`config.mk`:
```
export PLATFORM = sky130hd
export DESIGN_NAME = dmem_dump_flat
export DESIGN_NICKNAME = d
export VERILOG_FILES = /design/src/rtl/dmem_dump_if.sv /design/src/rtl/dmem_dump.sv /design/src/flat_wrapper.sv
export SDC_FILE = /design/constraint.sdc
export NUM_CORES = 1
export LEC_CHECK = 0
export BUFFER_PORTS_ARGS = -buffer_cell sky130_fd_sc_hd__buf_2
export CAP_MARGIN = 20
export CORE_MARGIN = 3
export CORE_UTILIZATION = 54
export DETAILED_ROUTE_END_ITERATION = 7
export MAX_ROUTING_LAYER = met4
export PLACE_DENSITY_LB_ADDON = 0.1
export REMOVE_ABC_BUFFERS = 1
export SYNTH_ARGS = -nofsm -noshare
export SYNTH_HDL_FRONTEND = slang
export SYNTH_SLANG_ARGS = --single-unit
```
`constraint.sdc`:
```
create_clock -name clk -period 2.6 [get_ports clk]
set_clock_uncertainty 0.2 [all_clocks]
set_input_delay 0 -clock clk [delete_from_list [all_inputs] [get_ports clk]]
set_output_delay 0 -clock clk [all_outputs]
set_load 0.05 [all_outputs]
```
`src/rtl/dmem_dump_if.sv`:
```
// ---------------------------------------------------------------------------
// dmem_dump_if -- bundle of the dump engine's control, memory-read and
// byte-stream signals.
//
//   start       host -> engine  one-cycle dump request
//   base_addr   host -> engine  first word address (latched with start)
//   word_count  host -> engine  number of words (latched with start)
//   mem_rd      engine -> mem   synchronous read strobe
//   mem_addr    engine -> mem   read word address
//   mem_rdata   mem -> engine   read data, valid the cycle after mem_rd
//   out_valid   engine -> sink  out_data holds a byte
//   out_data    engine -> sink  streamed byte
//   out_ready   sink -> engine  sink accepts the byte this cycle
//   busy        engine -> host  high outside IDLE
//   done        engine -> host  one-cycle completion pulse
//
// Modport master is the engine side; modport slave is the host/memory/sink side.
// ---------------------------------------------------------------------------
interface dmem_dump_if #(
    parameter int ADDR_W = 10,
    parameter int DATA_W = 32
) ();
    logic              start;
    logic [ADDR_W-1:0] base_addr;
    logic [ADDR_W:0]   word_count;
    logic              mem_rd;
    logic [ADDR_W-1:0] mem_addr;
    logic [DATA_W-1:0] mem_rdata;
    logic              out_valid;
    logic [7:0]        out_data;
    logic              out_ready;
    logic              busy;
    logic              done;

    modport master (
        input  start, base_addr, word_count, mem_rdata, out_ready,
        output mem_rd, mem_addr, out_valid, out_data, busy, done
    );

    modport slave (
        output start, base_addr, word_count, mem_rdata, out_ready,
        input  mem_rd, mem_addr, out_valid, out_data, busy, done
    );
endinterface

```
`src/rtl/dmem_dump.sv`:
```
// ---------------------------------------------------------------------------
// dmem_dump -- sequential data-memory read-out engine.
//
// Reads word_count words starting at base_addr from a synchronous-read data
// memory and streams each word out least-significant byte first over a
// valid/ready byte interface. Addresses wrap modulo 2^ADDR_W.
//
// Ports:
//   clk      system clock, rising edge
//   rst      asynchronous active-low reset (aborts any dump in progress)
//   io_dump  dmem_dump_if.master: start/base_addr/word_count request,
//            mem_rd/mem_addr/mem_rdata memory port, out_valid/out_data/
//            out_ready byte stream, busy/done status
//
// Optional feature: define DMEM_DUMP_CKSUM_EN to append one byte holding
// the XOR of all data bytes after the last data byte (a zero-count dump
// then emits just 0x00). Without it the stream carries data bytes only.
//
// All outputs are registered; out_ready only feeds state/register updates.
// ---------------------------------------------------------------------------
module dmem_dump #(
    parameter int ADDR_W = 10,
    parameter int DATA_W = 32
) (
    input  logic          clk,
    input  logic          rst,
    dmem_dump_if.master   io_dump
);
    localparam int BYTES = DATA_W / 8;
    localparam int IDX_W = (BYTES > 1) ? $clog2(BYTES) : 1;
    localparam logic [IDX_W-1:0]  LAST_IDX = IDX_W'(BYTES - 1);
    localparam logic [IDX_W-1:0]  IDX_ONE  = IDX_W'(1);
    localparam logic [ADDR_W:0]   REM_ZERO = '0;
    localparam logic [ADDR_W:0]   REM_ONE  = (ADDR_W+1)'(1);
    localparam logic [ADDR_W-1:0] ADDR_ONE = ADDR_W'(1);

    typedef enum logic [2:0] {
        S_IDLE  = 3'd0,
        S_READ  = 3'd1,
        S_LATCH = 3'd2,
        S_SEND  = 3'd3,
`ifdef DMEM_DUMP_CKSUM_EN
        S_CKSUM = 3'd4,
`endif
        S_DONE  = 3'd5
    } state_t;

    state_t            r_state;
    logic [ADDR_W-1:0] r_cur_addr;
    logic [ADDR_W:0]   r_remain;
    logic [IDX_W-1:0]  r_byte_idx;
    logic [DATA_W-1:0] r_shift;
    logic [7:0]        r_cksum;
    logic              r_mem_rd;
    logic [ADDR_W-1:0] r_mem_addr;
    logic              r_out_valid;
    logic [7:0]        r_out_data;
    logic              r_busy;
    logic              r_done;

    logic              w_xfer;
    logic [DATA_W-1:0] w_shift_nxt;
    logic [7:0]        w_cksum_nxt;

    // The shift register drops the byte just sent, so the next byte to
    // present is always in the low 8 bits.
    assign w_xfer      = r_out_valid & io_dump.out_ready;
    assign w_shift_nxt = r_shift >> 8;
    assign w_cksum_nxt = r_cksum ^ r_out_data;

    // Dump FSM with all outputs registered on state transitions.
    always_ff @(posedge clk or negedge rst) begin
        if (!rst) begin
            r_state     <= S_IDLE;
            r_cur_addr  <= '0;
            r_remain    <= '0;
            r_byte_idx  <= '0;
            r_shift     <= '0;
            r_cksum     <= 8'h00;
            r_mem_rd    <= 1'b0;
            r_mem_addr  <= '0;
            r_out_valid <= 1'b0;
            r_out_data  <= 8'h00;
            r_busy      <= 1'b0;
            r_done      <= 1'b0;
        end else begin
            case (r_state)
                S_IDLE: begin
                    r_done <= 1'b0;
                    if (io_dump.start) begin
                        r_cur_addr <= io_dump.base_addr;
                        r_remain   <= io_dump.word_count;
                        r_byte_idx <= '0;
                        r_cksum    <= 8'h00;
                        r_busy     <= 1'b1;
                        if (io_dump.word_count == REM_ZERO) begin
`ifdef DMEM_DUMP_CKSUM_EN
                            // Empty dump still emits the (zero) checksum.
                            r_state     <= S_CKSUM;
                            r_out_valid <= 1'b1;
                            r_out_data  <= 8'h00;
`else
                            r_state <= S_DONE;
                            r_done  <= 1'b1;
`endif
                        end else begin
                            r_state    <= S_READ;
                            r_mem_rd   <= 1'b1;
                            r_mem_addr <= io_dump.base_addr;
                        end
                    end
                end
                S_READ: begin
                    r_mem_rd <= 1'b0;
                    r_state  <= S_LATCH;
                end
                S_LATCH: begin
                    r_shift     <= io_dump.mem_rdata;
                    r_out_valid <= 1'b1;
                    r_out_data  <= io_dump.mem_rdata[7:0];
                    r_state     <= S_SEND;
                end
                S_SEND: begin
                    if (w_xfer) begin
                        r_cksum <= w_cksum_nxt;
                        if (r_byte_idx == LAST_IDX) begin
                            r_byte_idx <= '0;
                            r_remain   <= r_remain - REM_ONE;
                            r_cur_addr <= r_cur_addr + ADDR_ONE;
                            if (r_remain == REM_ONE) begin
`ifdef DMEM_DUMP_CKSUM_EN
                                // Valid stays high; the checksum byte follows.
                                r_state    <= S_CKSUM;
                                r_out_data <= w_cksum_nxt;
`else
                                r_state     <= S_DONE;
                                r_out_valid <= 1'b0;
                                r_done      <= 1'b1;
`endif
                            end else begin
                                r_state     <= S_READ;
                                r_out_valid <= 1'b0;
                                r_mem_rd    <= 1'b1;
                                r_mem_addr  <= r_cur_addr + ADDR_ONE;
                            end
                        end else begin
                            r_byte_idx <= r_byte_idx + IDX_ONE;
                            r_shift    <= w_shift_nxt;
                            r_out_data <= w_shift_nxt[7:0];
                        end
                    end
                end
`ifdef DMEM_DUMP_CKSUM_EN
                S_CKSUM: begin
                    if (w_xfer) begin
                        r_out_valid <= 1'b0;
                        r_done      <= 1'b1;
                        r_state     <= S_DONE;
                    end
                end
`endif
                S_DONE: begin
                    r_done  <= 1'b0;
                    r_busy  <= 1'b0;
                    r_state <= S_IDLE;
                end
                default: begin
                    r_state     <= S_IDLE;
                    r_mem_rd    <= 1'b0;
                    r_out_valid <= 1'b0;
                    r_busy      <= 1'b0;
                    r_done      <= 1'b0;
                end
            endcase
        end
    end

    assign io_dump.mem_rd    = r_mem_rd;
    assign io_dump.mem_addr  = r_mem_addr;
    assign io_dump.out_valid = r_out_valid;
    assign io_dump.out_data  = r_out_data;
    assign io_dump.busy      = r_busy;
    assign io_dump.done      = r_done;
endmodule

```
`src/flat_wrapper.sv`:
```
// flat-port wrapper written by rule: the top's interface ports become plain ports
module dmem_dump_flat 
#(
    parameter int ADDR_W = 10,
    parameter int DATA_W = 32
)
  (clk, rst, io_dump_start, io_dump_base_addr, io_dump_word_count, io_dump_mem_rdata, io_dump_out_ready, io_dump_mem_rd, io_dump_mem_addr, io_dump_out_valid, io_dump_out_data, io_dump_busy, io_dump_done);
  dmem_dump_if #(.ADDR_W(ADDR_W), .DATA_W(DATA_W)) io_dump_i ();
  input  logic clk;
  input  logic rst;
  input wire logic [$bits(io_dump_i.start)-1:0] io_dump_start;
  input wire logic [$bits(io_dump_i.base_addr)-1:0] io_dump_base_addr;
  input wire logic [$bits(io_dump_i.word_count)-1:0] io_dump_word_count;
  input wire logic [$bits(io_dump_i.mem_rdata)-1:0] io_dump_mem_rdata;
  input wire logic [$bits(io_dump_i.out_ready)-1:0] io_dump_out_ready;
  output wire logic [$bits(io_dump_i.mem_rd)-1:0] io_dump_mem_rd;
  output wire logic [$bits(io_dump_i.mem_addr)-1:0] io_dump_mem_addr;
  output wire logic [$bits(io_dump_i.out_valid)-1:0] io_dump_out_valid;
  output wire logic [$bits(io_dump_i.out_data)-1:0] io_dump_out_data;
  output wire logic [$bits(io_dump_i.busy)-1:0] io_dump_busy;
  output wire logic [$bits(io_dump_i.done)-1:0] io_dump_done;
  assign io_dump_i.start = io_dump_start;
  assign io_dump_i.base_addr = io_dump_base_addr;
  assign io_dump_i.word_count = io_dump_word_count;
  assign io_dump_i.mem_rdata = io_dump_mem_rdata;
  assign io_dump_i.out_ready = io_dump_out_ready;
  assign io_dump_mem_rd = io_dump_i.mem_rd;
  assign io_dump_mem_addr = io_dump_i.mem_addr;
  assign io_dump_out_valid = io_dump_i.out_valid;
  assign io_dump_out_data = io_dump_i.out_data;
  assign io_dump_busy = io_dump_i.busy;
  assign io_dump_done = io_dump_i.done;
  dmem_dump #(.ADDR_W(ADDR_W), .DATA_W(DATA_W)) u_core (.clk(clk), .rst(rst), .io_dump(io_dump_i));
endmodule
```
==> reports/results.tsv <==
metric	value	unit
worstPathCellList	nor2b_1 -> nand2_2 -> buf_12 -> nand3_1 -> dlygate4sd3_1 -> o211ai_1	
antenna_found_initial	0	
cp_data_required_time	2.61	ns
crit_slowest_cell	dlygate4sd3_1	
ir_worst_vdd	0.592	mV
reg2reg_depth	6	
ys_types	44	
r2r_setup_slack	0.24	ns
worstReg2RegEnd	u_core.r_remain[0]	
clk_path_buf_depth	2	
worstSkewPairLatency	0.34	ns
dpl.hpwl	5.45	mm
htreeDepth	3	
clk_pin_slew	0.08	ns
syn_to_final_growth	32.4	%
grt_pass1_wl	14.1	mm
vias	3197	
viasPerCell	5.40	
fmax	0.424	GHz
synth_edf_count	0	
slew_viol_final	0	
drive_gt1_frac	0.229	
cap_violations	0	
die_area	7690	µm²
hold_class	input port to async pin	
routed_wl	8.56	mm
reg2reg_from	u_core.r_state[2]	
worstPathMaxFanout	26	
path_class	register to register	
port_buffers	78	
synth_ff_type	dfrtp_1	
period_share	0.906	
holdWs	0.110	ns
leakagePower	2.20	nW
cp-end-kind	register	
root_buffer	clkbuf_8	
row_count	29	
wl_per_cell	14.5	µm
seq_area_frac_synth	0.500	
ant_nets	0	
drt_iter0_drc	190	
power.total	0.00526	W
grt.total_usage	0.243	
cts_buffers	9	
syn_area	3600	µm²
maxSlewHeadroom	0.411	
cp.arrival	2.37	ns
gp_congestion	0.859	
gr-total-overflow	0	
grt_pass1_vias	3019	
num_antenna_cells	0	
synthArstFlopShare	1.00	
startpoint	u_core.r_state[2]	
die_w	87.7	µm
drtPass1Iterations	5	
fin_crit	2.36	ns
yosysTopAreaCell	dfrtp_1	
synth.area.top_cells	dfrtp_1, nand2_1, a31oi_1	
dpl.cell_count	520	
cts_resized	0	
ioPinCount	79	
worstMarginPinSlew	0.883	ns
grt_setup_unrepaired	false	
die_y	87.7	µm
crit_path_end	u_core.r_remain[0]	
setup_viol	0	
clock-sinks	72	
yosysTopAreaCellShare	0.500	
ys_ff_latch	72	
final_cell_mix	buf_2, nand2_1, dfrtp_1, dlygate4sd3_1, nor2_1	
start_util	0.561	
ys.warnings.count	0	
coreArea	6420	µm²
syn_area_per_cell	9.34	µm²
grt_max_degree	49	
critPathMaxStageDelay	0.56	ns
hold_viol_final	0	
tritoncts	done	
status	complete, no violations	
instances_no_fill	592	
syn_inst	386	
p_per_area	1100	nW/µm²
drcViolationCount	0	
fin_nets	572	
final_common_cell	buf_2	
cp-start-kind	register	
report_power, final:
group | leakage, nW | switching, W | internal [W]
clock | 0.0882 | 0.000402 | 0.000390
sequential | 0.893 | 0.000363 | 0.00161
combinational | 1.22 | 0.00156 | 0.000932
total | 2.20 | 0.00232 | 0.00294
worst max-delay path: cells and delay by family, from the launching register on:
| family | cells | cell delay, ns |
|---|---|---|
| buf+inv | 2 | 0.78 |
| simple gates | 3 | 0.62 |
| flops | 1 | 0.52 |
| compound gates | 1 | 0.10 |
how the worst min path moves through the flow:
| stage | start | slack [ns] | cells past startpoint | endpoint |
|---|---|---|---|---|
| 6_report | rst | 0.11 | 2 | u_core.io_dump.mem_addr[4] |
| 3_5_place_dp | rst | -0.02 | 1 | u_core.io_dump.mem_addr[4] |
| 3_3_place_gp | rst | -0.03 | 1 | u_core.io_dump.mem_addr[4] |
| 5_1_grt | rst | 0.19 | 2 | u_core.io_dump.mem_addr[4] |
| 4_1_cts | rst | 0.16 | 2 | u_core.io_dump.mem_addr[4] |
| 2_1_floorplan | rst | -0.50 | 0 | u_core.io_dump.busy |
cell type report:
class                   instances  area [µm²]
flip-flops and latches         72        1800
fillers                       459        1650
multi-input cells             281        1640
repair buffers                143        1050
clock buffers                  12         155
well taps                      77        96.3
clock inverters                 3        17.5
inverters                       4        15.0
sequential cells by signal (all words and copies together), names as in the netlist:
name                      count
u_core.io_dump.done           1
u_core.r_shift               32
u_core.io_dump.mem_addr      10
u_core.io_dump.busy           1
u_core.r_remain              11
u_core.r_byte_idx             2
u_core.io_dump.mem_rd         1
u_core.r_cur_addr            10
u_core.io_dump.out_valid      1
u_core.r_state                3
cell families after synthesis:
kind of cell / count (synthesis) / share of synthesized area
buffers and inverters: 33 / 0.0455
AOI/OAI and AO/OA: 92 / 0.157
xor gates and xnor gates: 8 / 0.0194
DFF: 72 / 0.500
muxes: 19 / 0.0687
and+or+nand+nor: 158 / 0.195
adders and majority gates: 4 / 0.0139
synth_stat cells, drive strengths merged, types with 2 or more instances:
master and count:
inv 4, a31oi 27, o211ai 2, nand2b 4
nor2b 2, xnor2 5, nor3 9, nand2 73
nor4 4, and2 4, o21ai 25, or4 2
o21a 2, a22oi 2, nor2 45, and3 3
clkbuf 17, ha 4, buf 12, mux2 19
nand3 8, xor2 3, dfrtp 72, o2bb2ai 2
a22o 10, a21oi 18
stage by stage:
stage | setup TNS, ns | util | setup WS, ns | cell area, µm²
after global routing | 0 | 0.743 | 0.0640 | 4770
after floorplan | -0.0150 | - | -0.0150 | 3450
after CTS | 0 | 0.743 | 0.277 | 4770
final | 0 | 0.743 | 0.244 | 4770
after global placement | 0 | 0.627 | 0.429 | 4030
after detailed placement | 0 | 0.627 | 0.379 | 4030
what timing repair did:
item	in CTS	in global routing
setup buffers	0	0
hold buffers	57	0
endpoints found under the setup margin	0	0
endpoints found under the hold margin	108	0
per-layer routing:
layer	GRT usage	vias to the layer above	share of wire
met2	0.374	90	0.48
met1	0.319	1493	0.45
li1	-	1595	-
met3	0.0367	19	0.044
met5	-	-	0
met4	0.105	0	0.025
No activity file was read; power rests on OpenSTA's default activity.
